## config.mk

```make
export PLATFORM = sky130hd
export DESIGN_NAME = wb_arb_4
export DESIGN_NICKNAME = d
export VERILOG_FILES = /design/src/rtl/wb_arb_4.sv
export SDC_FILE = /design/constraint.sdc
export NUM_CORES = 1
export LEC_CHECK = 0
export CORE_AREA = 2 2 206 208
export CTS_CLUSTER_SIZE = 16
export DETAILED_ROUTE_END_ITERATION = 10
export DIE_AREA = 0 0 208 210
export SLEW_MARGIN = 20
export SYNTH_ARGS = -nofsm -noshare
export SYNTH_HDL_FRONTEND = slang
export SYNTH_SLANG_ARGS = --single-unit
export TNS_END_PERCENT = 100
```

## constraint.sdc

```tcl
create_clock -name clk -period 2.05 [get_ports clk]
set_input_delay 0.205 -clock clk [delete_from_list [all_inputs] [get_ports clk]]
set_output_delay 0.205 -clock clk [all_outputs]
set_load 0.1 [all_outputs]
```

## src/rtl/wb_arb_4.sv

```systemverilog
// Four-master round-robin Wishbone arbiter onto a single slave.
// Optional bus watchdog compiled in with `define WB_ARB_TIMEOUT_EN.
module wb_arb_4 #(
  parameter int DATA_WIDTH     = 32,
  parameter int ADDR_WIDTH     = 32,
  parameter int SELECT_WIDTH   = DATA_WIDTH / 8,
  parameter int TIMEOUT_CYCLES = 255
) (
  input  logic                    clk,
  input  logic                    rst,

  input  logic [ADDR_WIDTH-1:0]   wbm0_adr_i,
  input  logic [DATA_WIDTH-1:0]   wbm0_dat_i,
  output logic [DATA_WIDTH-1:0]   wbm0_dat_o,
  input  logic                    wbm0_we_i,
  input  logic [SELECT_WIDTH-1:0] wbm0_sel_i,
  input  logic                    wbm0_stb_i,
  input  logic                    wbm0_cyc_i,
  output logic                    wbm0_ack_o,
  output logic                    wbm0_err_o,
  output logic                    wbm0_rty_o,

  input  logic [ADDR_WIDTH-1:0]   wbm1_adr_i,
  input  logic [DATA_WIDTH-1:0]   wbm1_dat_i,
  output logic [DATA_WIDTH-1:0]   wbm1_dat_o,
  input  logic                    wbm1_we_i,
  input  logic [SELECT_WIDTH-1:0] wbm1_sel_i,
  input  logic                    wbm1_stb_i,
  input  logic                    wbm1_cyc_i,
  output logic                    wbm1_ack_o,
  output logic                    wbm1_err_o,
  output logic                    wbm1_rty_o,

  input  logic [ADDR_WIDTH-1:0]   wbm2_adr_i,
  input  logic [DATA_WIDTH-1:0]   wbm2_dat_i,
  output logic [DATA_WIDTH-1:0]   wbm2_dat_o,
  input  logic                    wbm2_we_i,
  input  logic [SELECT_WIDTH-1:0] wbm2_sel_i,
  input  logic                    wbm2_stb_i,
  input  logic                    wbm2_cyc_i,
  output logic                    wbm2_ack_o,
  output logic                    wbm2_err_o,
  output logic                    wbm2_rty_o,

  input  logic [ADDR_WIDTH-1:0]   wbm3_adr_i,
  input  logic [DATA_WIDTH-1:0]   wbm3_dat_i,
  output logic [DATA_WIDTH-1:0]   wbm3_dat_o,
  input  logic                    wbm3_we_i,
  input  logic [SELECT_WIDTH-1:0] wbm3_sel_i,
  input  logic                    wbm3_stb_i,
  input  logic                    wbm3_cyc_i,
  output logic                    wbm3_ack_o,
  output logic                    wbm3_err_o,
  output logic                    wbm3_rty_o,

  output logic [ADDR_WIDTH-1:0]   wbs_adr_o,
  input  logic [DATA_WIDTH-1:0]   wbs_dat_i,
  output logic [DATA_WIDTH-1:0]   wbs_dat_o,
  output logic                    wbs_we_o,
  output logic [SELECT_WIDTH-1:0] wbs_sel_o,
  output logic                    wbs_stb_o,
  input  logic                    wbs_ack_i,
  input  logic                    wbs_err_i,
  input  logic                    wbs_rty_i,
  output logic                    wbs_cyc_o
);

  if (TIMEOUT_CYCLES < 1 || TIMEOUT_CYCLES > 65535) begin : g_bad_timeout
    $error("wb_arb_4: TIMEOUT_CYCLES must be in 1..65535");
  end

  typedef enum logic {
    IDLE  = 1'b0,
    GRANT = 1'b1
  } state_t;

  state_t state, state_next;
  logic [1:0] grant, grant_next;
  logic [1:0] last_grant, last_grant_next;

  logic [ADDR_WIDTH-1:0]   adr [4];
  logic [DATA_WIDTH-1:0]   dat [4];
  logic [SELECT_WIDTH-1:0] sel [4];
  logic [3:0]              we, stb, cyc;
  logic [3:0]              ack_vec, err_vec, rty_vec;
  logic [1:0]              rr_pick;
  logic                    timeout;

  assign adr[0] = wbm0_adr_i;
  assign adr[1] = wbm1_adr_i;
  assign adr[2] = wbm2_adr_i;
  assign adr[3] = wbm3_adr_i;
  assign dat[0] = wbm0_dat_i;
  assign dat[1] = wbm1_dat_i;
  assign dat[2] = wbm2_dat_i;
  assign dat[3] = wbm3_dat_i;
  assign sel[0] = wbm0_sel_i;
  assign sel[1] = wbm1_sel_i;
  assign sel[2] = wbm2_sel_i;
  assign sel[3] = wbm3_sel_i;
  assign we     = {wbm3_we_i,  wbm2_we_i,  wbm1_we_i,  wbm0_we_i};
  assign stb    = {wbm3_stb_i, wbm2_stb_i, wbm1_stb_i, wbm0_stb_i};
  assign cyc    = {wbm3_cyc_i, wbm2_cyc_i, wbm1_cyc_i, wbm0_cyc_i};

  // Search starts one past the previous owner so every master gets a turn.
  always_comb begin
    logic       found;
    logic [1:0] idx;
    found   = 1'b0;
    rr_pick = last_grant;
    for (int unsigned i = 1; i <= 4; i++) begin
      idx = last_grant + 2'(i);
      if (!found && cyc[idx]) begin
        rr_pick = idx;
        found   = 1'b1;
      end
    end
  end

  always_ff @(posedge clk or posedge rst) begin
    if (rst) begin
      state      <= IDLE;
      grant      <= 2'd0;
      last_grant <= 2'd3;
    end else begin
      state      <= state_next;
      grant      <= grant_next;
      last_grant <= last_grant_next;
    end
  end

  always_comb begin
    state_next      = state;
    grant_next      = grant;
    last_grant_next = last_grant;
    unique case (state)
      IDLE: begin
        if (|cyc) begin
          grant_next = rr_pick;
          state_next = GRANT;
        end
      end
      GRANT: begin
        if (!cyc[grant]) begin
          last_grant_next = grant;
          state_next      = IDLE;
        end
      end
      default: state_next = IDLE;
    endcase
  end

`ifdef WB_ARB_TIMEOUT_EN
  logic [15:0] wd_count;
  logic        slave_term;

  assign slave_term = wbs_ack_i | wbs_err_i | wbs_rty_i;
  // A slave termination arriving on the limit cycle takes precedence over the watchdog.
  assign timeout = (state == GRANT) && stb[grant] && !slave_term &&
                   (wd_count == 16'(TIMEOUT_CYCLES));

  always_ff @(posedge clk or posedge rst) begin
    if (rst) begin
      wd_count <= '0;
    end else if (state != GRANT || !stb[grant] || slave_term || timeout) begin
      wd_count <= '0;
    end else begin
      wd_count <= wd_count + 16'd1;
    end
  end
`else
  assign timeout = 1'b0;
`endif

  always_comb begin
    wbs_adr_o = '0;
    wbs_dat_o = '0;
    wbs_sel_o = '0;
    wbs_we_o  = 1'b0;
    wbs_stb_o = 1'b0;
    wbs_cyc_o = 1'b0;
    ack_vec   = '0;
    err_vec   = '0;
    rty_vec   = '0;
    if (state == GRANT) begin
      wbs_adr_o      = adr[grant];
      wbs_dat_o      = dat[grant];
      wbs_sel_o      = sel[grant];
      wbs_we_o       = we[grant];
      wbs_stb_o      = stb[grant] & ~timeout;
      wbs_cyc_o      = cyc[grant];
      ack_vec[grant] = wbs_ack_i;
      err_vec[grant] = wbs_err_i | timeout;
      rty_vec[grant] = wbs_rty_i;
    end
  end

  assign wbm0_dat_o = wbs_dat_i;
  assign wbm1_dat_o = wbs_dat_i;
  assign wbm2_dat_o = wbs_dat_i;
  assign wbm3_dat_o = wbs_dat_i;

  assign wbm0_ack_o = ack_vec[0];
  assign wbm1_ack_o = ack_vec[1];
  assign wbm2_ack_o = ack_vec[2];
  assign wbm3_ack_o = ack_vec[3];
  assign wbm0_err_o = err_vec[0];
  assign wbm1_err_o = err_vec[1];
  assign wbm2_err_o = err_vec[2];
  assign wbm3_err_o = err_vec[3];
  assign wbm0_rty_o = rty_vec[0];
  assign wbm1_rty_o = rty_vec[1];
  assign wbm2_rty_o = rty_vec[2];
  assign wbm3_rty_o = rty_vec[3];

endmodule

```

# Word level (Yosys, flattened, before mapping)
# Index checks and enable logic that the tools add are counted.
[totals]
ff_bits = 5
latch_bits = 0
mem_bits_rw = 0
mem_bits_ro = 0
in_bits = 321
output_inout_bits = 211
elab_cells = 73
memories = 0
[op_classes]
n_addsub = 3
n_mul = 0
n_div = 0
magnitude_cmp = 7
n_eq_ne = 0
shift = 0
n_mux = 44
bitwise = 6
n_reduce_logical = 10
[ops]
columns = ["op", "n"]
rows = [
  ["2-to-1 mux 32 bit", 6],
  ["binary-select mux 32 bit (select 2 bit)", 2],
  ["2-to-1 mux 4 bit", 6],
  ["2-to-1 mux 1 bit", 16],
  ["less-than comparator 2 x 3 -> 1 bit (second input constant)", 5],
  ["binary-select mux 1 bit (select 2 bit)", 7],
  ["AND 4 bit", 3],
  ["binary-select mux 4 bit (select 2 bit)", 1],
  ["2-to-1 mux 2 bit", 4],
  ["adder 2 bit (second input constant)", 2],
  ["logical AND 1 bit", 4],
  ["AND reduction 2 bit", 2],
  ["OR reduction 4 bit", 1],
  ["greater-or-equal comparator 3 bit (second input constant)", 1],
  ["logical NOT 1 bit", 3],
  ["NOT 2 -> 3 bit", 1],
  ["adder 2 x 1 -> 2 bit (second input constant)", 1],
  ["demux 1 bit (select 2 bit)", 1],
  ["greater-or-equal comparator 2 x 1 -> 1 bit (second input constant)", 1],
  ["NOT 1 bit", 2],
  ["one-hot mux 1 bit (2 select lines)", 1],
]

# Logic depth before layout (Yosys ltp)
# Gate-level depths: netlist of the first run.
[logic_depth]
depth_word = 13
ltp_mapped = 6
mapped_depth_nobuf = 4

# Least setup slack after synthesis of the first run
# Ideal clock, no wire load.
[synth_timing]
kind = "register to output"
from = "register grant[1]"
to = "output port wbm0_ack_o"
arrival_time_ns = 2.893
required_time_ns = 1.845
setup_slack_ns = -1.048
path_stages_with_launch = 5
path_buffers = 3
cell_sequence = "dfrtp_1 buf_2 buf_4 buf_2 nor3_1"
[synth_between]
elab_chain_cells = 6
elab_cells_between_ends = 7
cone_classes = "order compare: 2; mux: 3; bitwise: 1; reduce/logical: 1"
[synth_lines]
columns = ["item", "line_no", "source"]
rows = [
  ["start: declaration", "78", "logic [1:0] grant, grant_next;"],
  ["start signal: assignment", "127", "grant <= grant_next;"],
  ["less-than comparator 2 x 3 -> 1 bit (implied by the code) or greater-or-equal comparator 2 x 1 -> 1 bit (tied branches)", "192", "ack_vec[grant] = wbs_ack_i;"],
  ["logical AND 1 bit (implied by the code)", "192", ""],
  ["2-to-1 mux 1 bit (implied by the code)", "192", ""],
  ["demux 1 bit (select 2 bit) *", "192", ""],
  ["AND 4 bit (no source line) *", "-", ""],
  ["2-to-1 mux 4 bit *", "185", "if (state == GRANT) begin"],
  ["end: declaration", "19", "output logic wbm0_ack_o,"],
]
# Every way passes the cells marked *; elsewhere a longest branch is shown, timed or not.

# Worst setup path in the final report of the first run
[layout_timing]
from = "register grant[0]"
to = "output port wbs_dat_o[5]"
[layout_between]
elab_chain_cells = 5
[layout_lines]
columns = ["item", "line_no", "source"]
rows = [
  ["NOT 2 -> 3 bit (implied by the code)", "187", "wbs_dat_o = dat[grant];"],
  ["binary-select mux 32 bit (select 2 bit)", "187", ""],
  ["2-to-1 mux 32 bit (implied by the code) (2 in a row)", "187", ""],
  ["2-to-1 mux 32 bit", "185", ""],
  ["end: declaration", "58", "output logic [DATA_WIDTH-1:0] wbs_dat_o,"],
]
# Every way passes these cells. The select of a mux whose other input is x is not followed.

==> results of run 1 <==
## critical path, stage by stage (launching register included)
cell and delay, ps:
dfrtp_4 500, buf_12 140, buf_12 130, buf_16 140, mux4_2 420, and2_4 180
buf_12 160
## cell type report
cell class	count	area [sq um]
clock buffers	4	78.83
repair buffers	397	4991
fillers	4490	33130
multi-input cells	184	2455
flip-flops and latches	5	136.4
well taps	539	674.4
inverters	4	15.01
## through the flow
stage / cell area, sq um / TNS, ps
after floorplan: 3626 / -1872
after global placement: 7810 / 0
after detailed placement: 7810 / 0
after CTS: 8265 / -2167
after global routing: 8351 / -2914
final: 8351 / -670.9
## cells in the final DEF (no fill, tap or decap), types with 2 or more instances in the layout
master and n:
a21oi_1 2, a31oi_1 2, and2_1 3, and2_4 67, buf_12 90, buf_16 4, buf_4 7, buf_8 5
clkbuf_16 4, clkdlybuf4s50_1 288, dfrtp_4 2, dfstp_2 2, inv_1 4, mux2i_1 2, mux4_2 70, nand2_1 7
nand2b_1 3, nor2_1 6, nor2_2 6, nor3_2 3, o21ai_0 3, o221ai_1 2
## final timing paths
| kind | startpoint | endpoint | slack [ps] | cells after the start |
|---|---|---|---|---|
| setup reg to reg | grant[0] | state | 340 | 6 |
| hold reg to reg | last_grant[0] | last_grant[0] | 560 | 2 |
| hold / removal | rst | grant[1] | 190 | 2 |
| min in group clk | wbs_dat_i[7] | wbm0_dat_o[7] | 410 | 0 |
| setup / recovery | grant[0] | wbs_dat_o[5] | -60 | 6 |
| max in group asynchronous | rst | last_grant[1] | 1620 | 2 |
## flip-flops by register name (all words and copies together) (netlist names)
signal / flops
grant: 2
last_grant: 2
state: 1
## report_power, final
part	leakage (uW)	total (uW)	internal (uW)	switching, uW
combinational	0.00297	15800	6710	9050
clock	0.0000382	322	258	64.5
sequential	0.0000525	284	182	102
total	0.00307	16400	7150	9220
## routing by layer
layer	vias up	wire length, um
li1	1616	-
met1	1769	6288
met4	0	453
met5	-	0
met3	39	1787
met2	277	9545
## cells by family after synthesis
kind of cell / Yosys count
buffers and inverters: 158
and+or+nand+nor: 99
muxes: 73
AOI/OAI and AO/OA: 12
DFF: 5
## repair_timing
action                                 CTS  global route
endpoints found under the hold margin    0             0
hold buffers                             0             0
setup endpoints to repair               63            70
resized for setup                       73            14
pin swaps                                0             1
buffers inserted                         5             4
gates cloned                             5             2
==> flow_metrics.env, run 1 <==
export IMPL_synthMuxAreaShare_pct=44.92
export IMPL_worst_slack_ps=-59.72
export IMPL_die_area_sq_um=43680
export IMPL_synth_fp_nets=668
export IMPL_first_pass_iters=4
export IMPL_yosys_warnings=0
export IMPL_synth_area_leader_cell="mux4_2"
export IMPL_syn_inst=347
export IMPL_synth_fa_ha_area_share_pct=0
export IMPL_synth_compound_area_share_pct=2.088
export IMPL_synthFlopType="dfrtp_1"
export IMPL_grt_pass1_wl_um=25560
export IMPL_finalPower_uw=16370
export IMPL_ys_ff_latch=5
export IMPL_clockRootBuffer="clkbuf_16"
export IMPL_final_min_clock_period_ps=2110
export IMPL_grtUsageMet2_pct=14.40
export IMPL_cts_tree="yes"
export IMPL_async_reset_ff_share_pct=100.0
export IMPL_grtUsageMet3_pct=2.339
export IMPL_path_max_fanout=6
export IMPL_rows=75
export IMPL_yosys_area_share_simple_pct=15.76
export IMPL_drt_wirelength_per_cell_um=15.95
export IMPL_cp_required_ps=1850
export IMPL_synth_top_area_share_pct=42.59
export IMPL_numClockSinks=5
export IMPL_clkLatencyLatePin_ps=230
export IMPL_synth_top_family_by_area="multiplexers"
export IMPL_synth_area_top_cells="mux4_2, buf_4, and2_1, buf_12, dfrtp_1"
export IMPL_grt_usage_pct=7.602
export IMPL_cp_start_kind="flip-flop"
export IMPL_synth_edf_count=0
export IMPL_grt_pass1_vias=4155
export IMPL_maxCapViolCount=0
export IMPL_drc_errors=0
export IMPL_gp_congestion=0.7790
export IMPL_timing_fmax_mhz=474.0
export IMPL_grt_ovfl_total=0
export IMPL_dp_cells=1115
export IMPL_final_util_pct=20.13
export IMPL_setup_viol=25
export IMPL_grt_use_met1_pct=8.072
export IMPL_violations="negative setup slack"
export IMPL_power_leakage_uw=0.003065
export IMPL_die_h_um=210
export IMPL_fin_hold_ws_ps=187.9
export IMPL_worstPathArrival_ps=1900
export IMPL_vias=3701
export IMPL_antenna_found_initial=0
export IMPL_ir_drop_mv=0.8674
export IMPL_dp_hpwl_um=15140
export IMPL_antenna_cells=0
export IMPL_pre_cts_slack_ps=102.0
export IMPL_path_class="reg2out"
export IMPL_syn_area_sq_um=3596
export IMPL_min_delay_path_class="in2async"
export IMPL_drive_gt1_share_pct=44.44
export IMPL_clk_pin_slew_ps=30
export IMPL_maxSlewViolCount=0
export IMPL_grt_busiest_layer="met2"
export IMPL_fin_nets=916
export IMPL_start_util_pct=8.670
export IMPL_htreeDepth=1
export IMPL_yosysMostFrequentCell="buf_4"
export IMPL_drt_total_wl_um=18080
export IMPL_yosysUniqueCellTypes=28
export IMPL_core_area_sq_um=41480
export IMPL_synthXorXnorAreaFrac_pct=0
export IMPL_endpoint_kind="primary output"
export IMPL_p_per_area_nw_per_um2=1961
export IMPL_grt_max_degree=43
export IMPL_fin_worst_skew_ps=1.256
export IMPL_numCtsBuffers=3
export IMPL_clock_path_buffers=2
export IMPL_tightest_slew_ps=425.9
export IMPL_io_buffers=371
export IMPL_synthToLayoutAreaGrowth_pct=132.2
export IMPL_ant_nets=0
export IMPL_fin_crit_sh_pct=102.9
export IMPL_via_per_inst=3.267
export IMPL_ys_seq_area_share_pct=3.549
export IMPL_hold_viol=0
export IMPL_max_slew_margin_pct=71.60
export IMPL_drt_iter0_drc=141
export IMPL_fin_cells=1133
export IMPL_die_w_um=208
export IMPL_yosys_top_cells_count="buf_4, and2_1, mux4_2"
export IMPL_rsz0062_at_grt="yes"
export IMPL_status="finished with violations"
export IMPL_ioPinCount=532
export IMPL_syn_avg_cell_area_sq_um=10.36
Power figures use the tool's default switching activity.
==> inputs of run 2 (changes only) <==
==> constraint.sdc (replaced) <==
create_clock -name clk -period 2.3 [get_ports clk]
set_input_delay 0.23 -clock clk [delete_from_list [all_inputs] [get_ports clk]]
set_output_delay 0.23 -clock clk [all_outputs]
set_load 0.1 [all_outputs]
==> run 2 against run 1 <==
Effect of this change:
- the run now ends clean
- worst hold slack improved by 82 ps
- combinational power fell by 20%
- power fell by 20%
- critical path depth fell by 2
- largest cell class unchanged
==> flow_metrics.env, run 2 (synthesis gave the netlist of run 1 again) <==
export IMPL_status="finished, final reports clean"
export IMPL_die_w_um=208
export IMPL_start_util_pct=8.670
export IMPL_p_sw_uw=7891
export IMPL_nFillCells=4552
export IMPL_ir_drop_mv=1.262
export IMPL_final_common_cell="clkdlybuf4s50_1"
export IMPL_cts_tree="yes"
export IMPL_grt_ovfl_total=0
export IMPL_clk_pin_slew_ps=30
export IMPL_grt_max_degree=44
export IMPL_rsz0062_at_grt="no"
export IMPL_core_area_sq_um=41480
export IMPL_die_area_sq_um=43680
export IMPL_grt_busiest_layer="met2"
export IMPL_numCtsBuffers=3
export IMPL_drt_total_wl_um=17280
export IMPL_ant_nets=0
export IMPL_vias=3624
export IMPL_worst_slack_ps=87.16
export IMPL_rows=75
export IMPL_path_class="reg2out"
export IMPL_max_slew_margin_pct=73.59
export IMPL_grt_pass1_vias=4012
export IMPL_timing_fmax_mhz=451.9
export IMPL_antenna_cells=0
export IMPL_path_max_fanout=43
export IMPL_dp_cells=1109
export IMPL_cp_start_kind="flip-flop"
export IMPL_worst_path_largest_cell_delay_ps=590
export IMPL_io_buffers=371
export IMPL_die_h_um=210
export IMPL_ioPinCount=532
export IMPL_reg_top3="grant (2), last_grant (2), state (1)"
export IMPL_numClockSinks=5
export IMPL_power_leakage_uw=0.002755
export IMPL_fin_nets=896
export IMPL_clockRootBuffer="clkbuf_16"
export IMPL_p_int_uw=5287
export IMPL_cp_required_ps=2070
export IMPL_gp_congestion=0.7356
export IMPL_dp_hpwl_um=15180
export IMPL_clock_path_buffers=2
export IMPL_crit_slowest_cell="mux4_2"
export IMPL_final_min_clock_period_ps=2213
export IMPL_p_per_area_nw_per_um2=1682
export IMPL_first_pass_iters=4
export IMPL_clkLatencyLatePin_ps=230
export IMPL_post_cts_buffers=0
export IMPL_drc_errors=0
export IMPL_endpoint_kind="primary output"
export IMPL_final_cell_mix="clkdlybuf4s50_1, buf_12, and2_1"
export IMPL_grt_use_met1_pct=8.128
export IMPL_grtUsageMet2_pct=13.20
export IMPL_tightest_slew_ps=396.1
export IMPL_setup_tns_ps=0
export IMPL_grt_pass1_wl_um=25020
export IMPL_final_util_pct=18.88
export IMPL_fin_crit_sh_pct=96.21
export IMPL_worstPathArrival_ps=1980
export IMPL_maxCapViolCount=0
export IMPL_via_per_inst=3.256
export IMPL_hold_viol=0
export IMPL_drt_iter0_drc=142
export IMPL_pre_cts_slack_ps=313.0
export IMPL_fin_worst_skew_ps=0.7669
export IMPL_seqPwrFrac_pct=1.8
export IMPL_combinationalPowerShare_pct=96.0
export IMPL_setup_viol=0
export IMPL_min_delay_path_class="in2async"
export IMPL_drt_wirelength_per_cell_um=15.52
export IMPL_fin_cells=1113
export IMPL_grtUsageMet3_pct=2.563
export IMPL_grt_usage_pct=7.479
export IMPL_clock_power_share_pct=2.2
export IMPL_maxSlewViolCount=0
export IMPL_crit_chain="buf_16 > mux4_2 > and2_1 > buf_12"
export IMPL_antenna_found_initial=1
export IMPL_p_sw_share_pct=59.88
export IMPL_synthToLayoutAreaGrowth_pct=117.8
export IMPL_htreeDepth=1
export IMPL_drive_gt1_share_pct=30.49
-- run 2: cell count changes in the layout (fill, tap and decap cells not counted), sizes merged --
cell,change
buf,-18
clkinv,+1
bufbuf,-1
clkbuf,-2
-- run 2: final timing paths --
check,startpoint,end,slack [ps],cells past startpoint
setup / recovery,grant[0],wbs_adr_o[16],90,4
hold / removal,rst,grant[1],270,2
setup reg to reg,grant[1],state,650,5
hold reg to reg,last_grant[0],last_grant[0],550,2
max in group asynchronous,rst,last_grant[1],1800,2
min in group clk,wbs_dat_i[7],wbm0_dat_o[7],460,0
-- run 2: stage by stage --
step | total power, uW | hold WS (ps) | area, sq um
floorplan | 9585 | 7.069 | 3618
global placement | 12960 | 461.6 | 7745
detailed placement | 12990 | 461.6 | 7745
CTS | 13310 | 322.9 | 7825
global route | 13600 | 320.2 | 7833
finish | 13180 | 270.1 | 7833
-- run 2: per-layer routing --
layer | wire length, um | vias to the layer above
met5 | 7 | -
met4 | 618 | 2
met3 | 1807 | 46
met2 | 8703 | 287
met1 | 6141 | 1711
li1 | - | 1578
-- run 2: power groups by stage --
stage	clock (uW)	sequential, uW	combinational (uW)
global placement	0	237	12700
floorplan	0	179	9410
CTS	295	238	12800
global route	303	248	13100
detailed placement	0	239	12800
finish	287	240	12700
-- run 2: worst max-delay path, delay by kind of cell, from the launching register on --
kind	cells	cell delay [ps]
multiplexers	1	590
AND/OR/NAND/NOR	1	210
flip-flops	1	440
buffers and inverters	2	430
-- run 2: area by class of cell --
type | instances | area (sq um) | share of cell area (%)
flip-flops and latches | 5 | 136.4 | 1.741
multi-input cells | 184 | 2280 | 29.11
inverters | 4 | 15.01 | 0.1917
repair buffers | 377 | 4647 | 59.33
clock buffers | 3 | 75.07 | 0.9585
well taps | 539 | 674.4 | 8.610
clock inverters | 1 | 5.005 | 0.06390
-- run 2: what timing repair did --
action                                  4_1_cts  5_1_grt
hold buffers                                  0        0
gates resized for setup                       0        1
endpoints found under the setup margin        0        1
==> inputs of run 3 (changes only) <==
--- a/config.mk
+++ b/config.mk
@@ -6,6 +6,7 @@
 export NUM_CORES = 1
 export LEC_CHECK = 0
 export CORE_AREA = 2 2 206 208
+export CTS_BUF_LIST = sky130_fd_sc_hd__clkbuf_8 sky130_fd_sc_hd__clkbuf_16
 export CTS_CLUSTER_SIZE = 16
 export DETAILED_ROUTE_END_ITERATION = 10
 export DIE_AREA = 0 0 208 210
==> results of run 3 <==
Same layout as run 2: the final DEF is identical, and so are final timing and power.
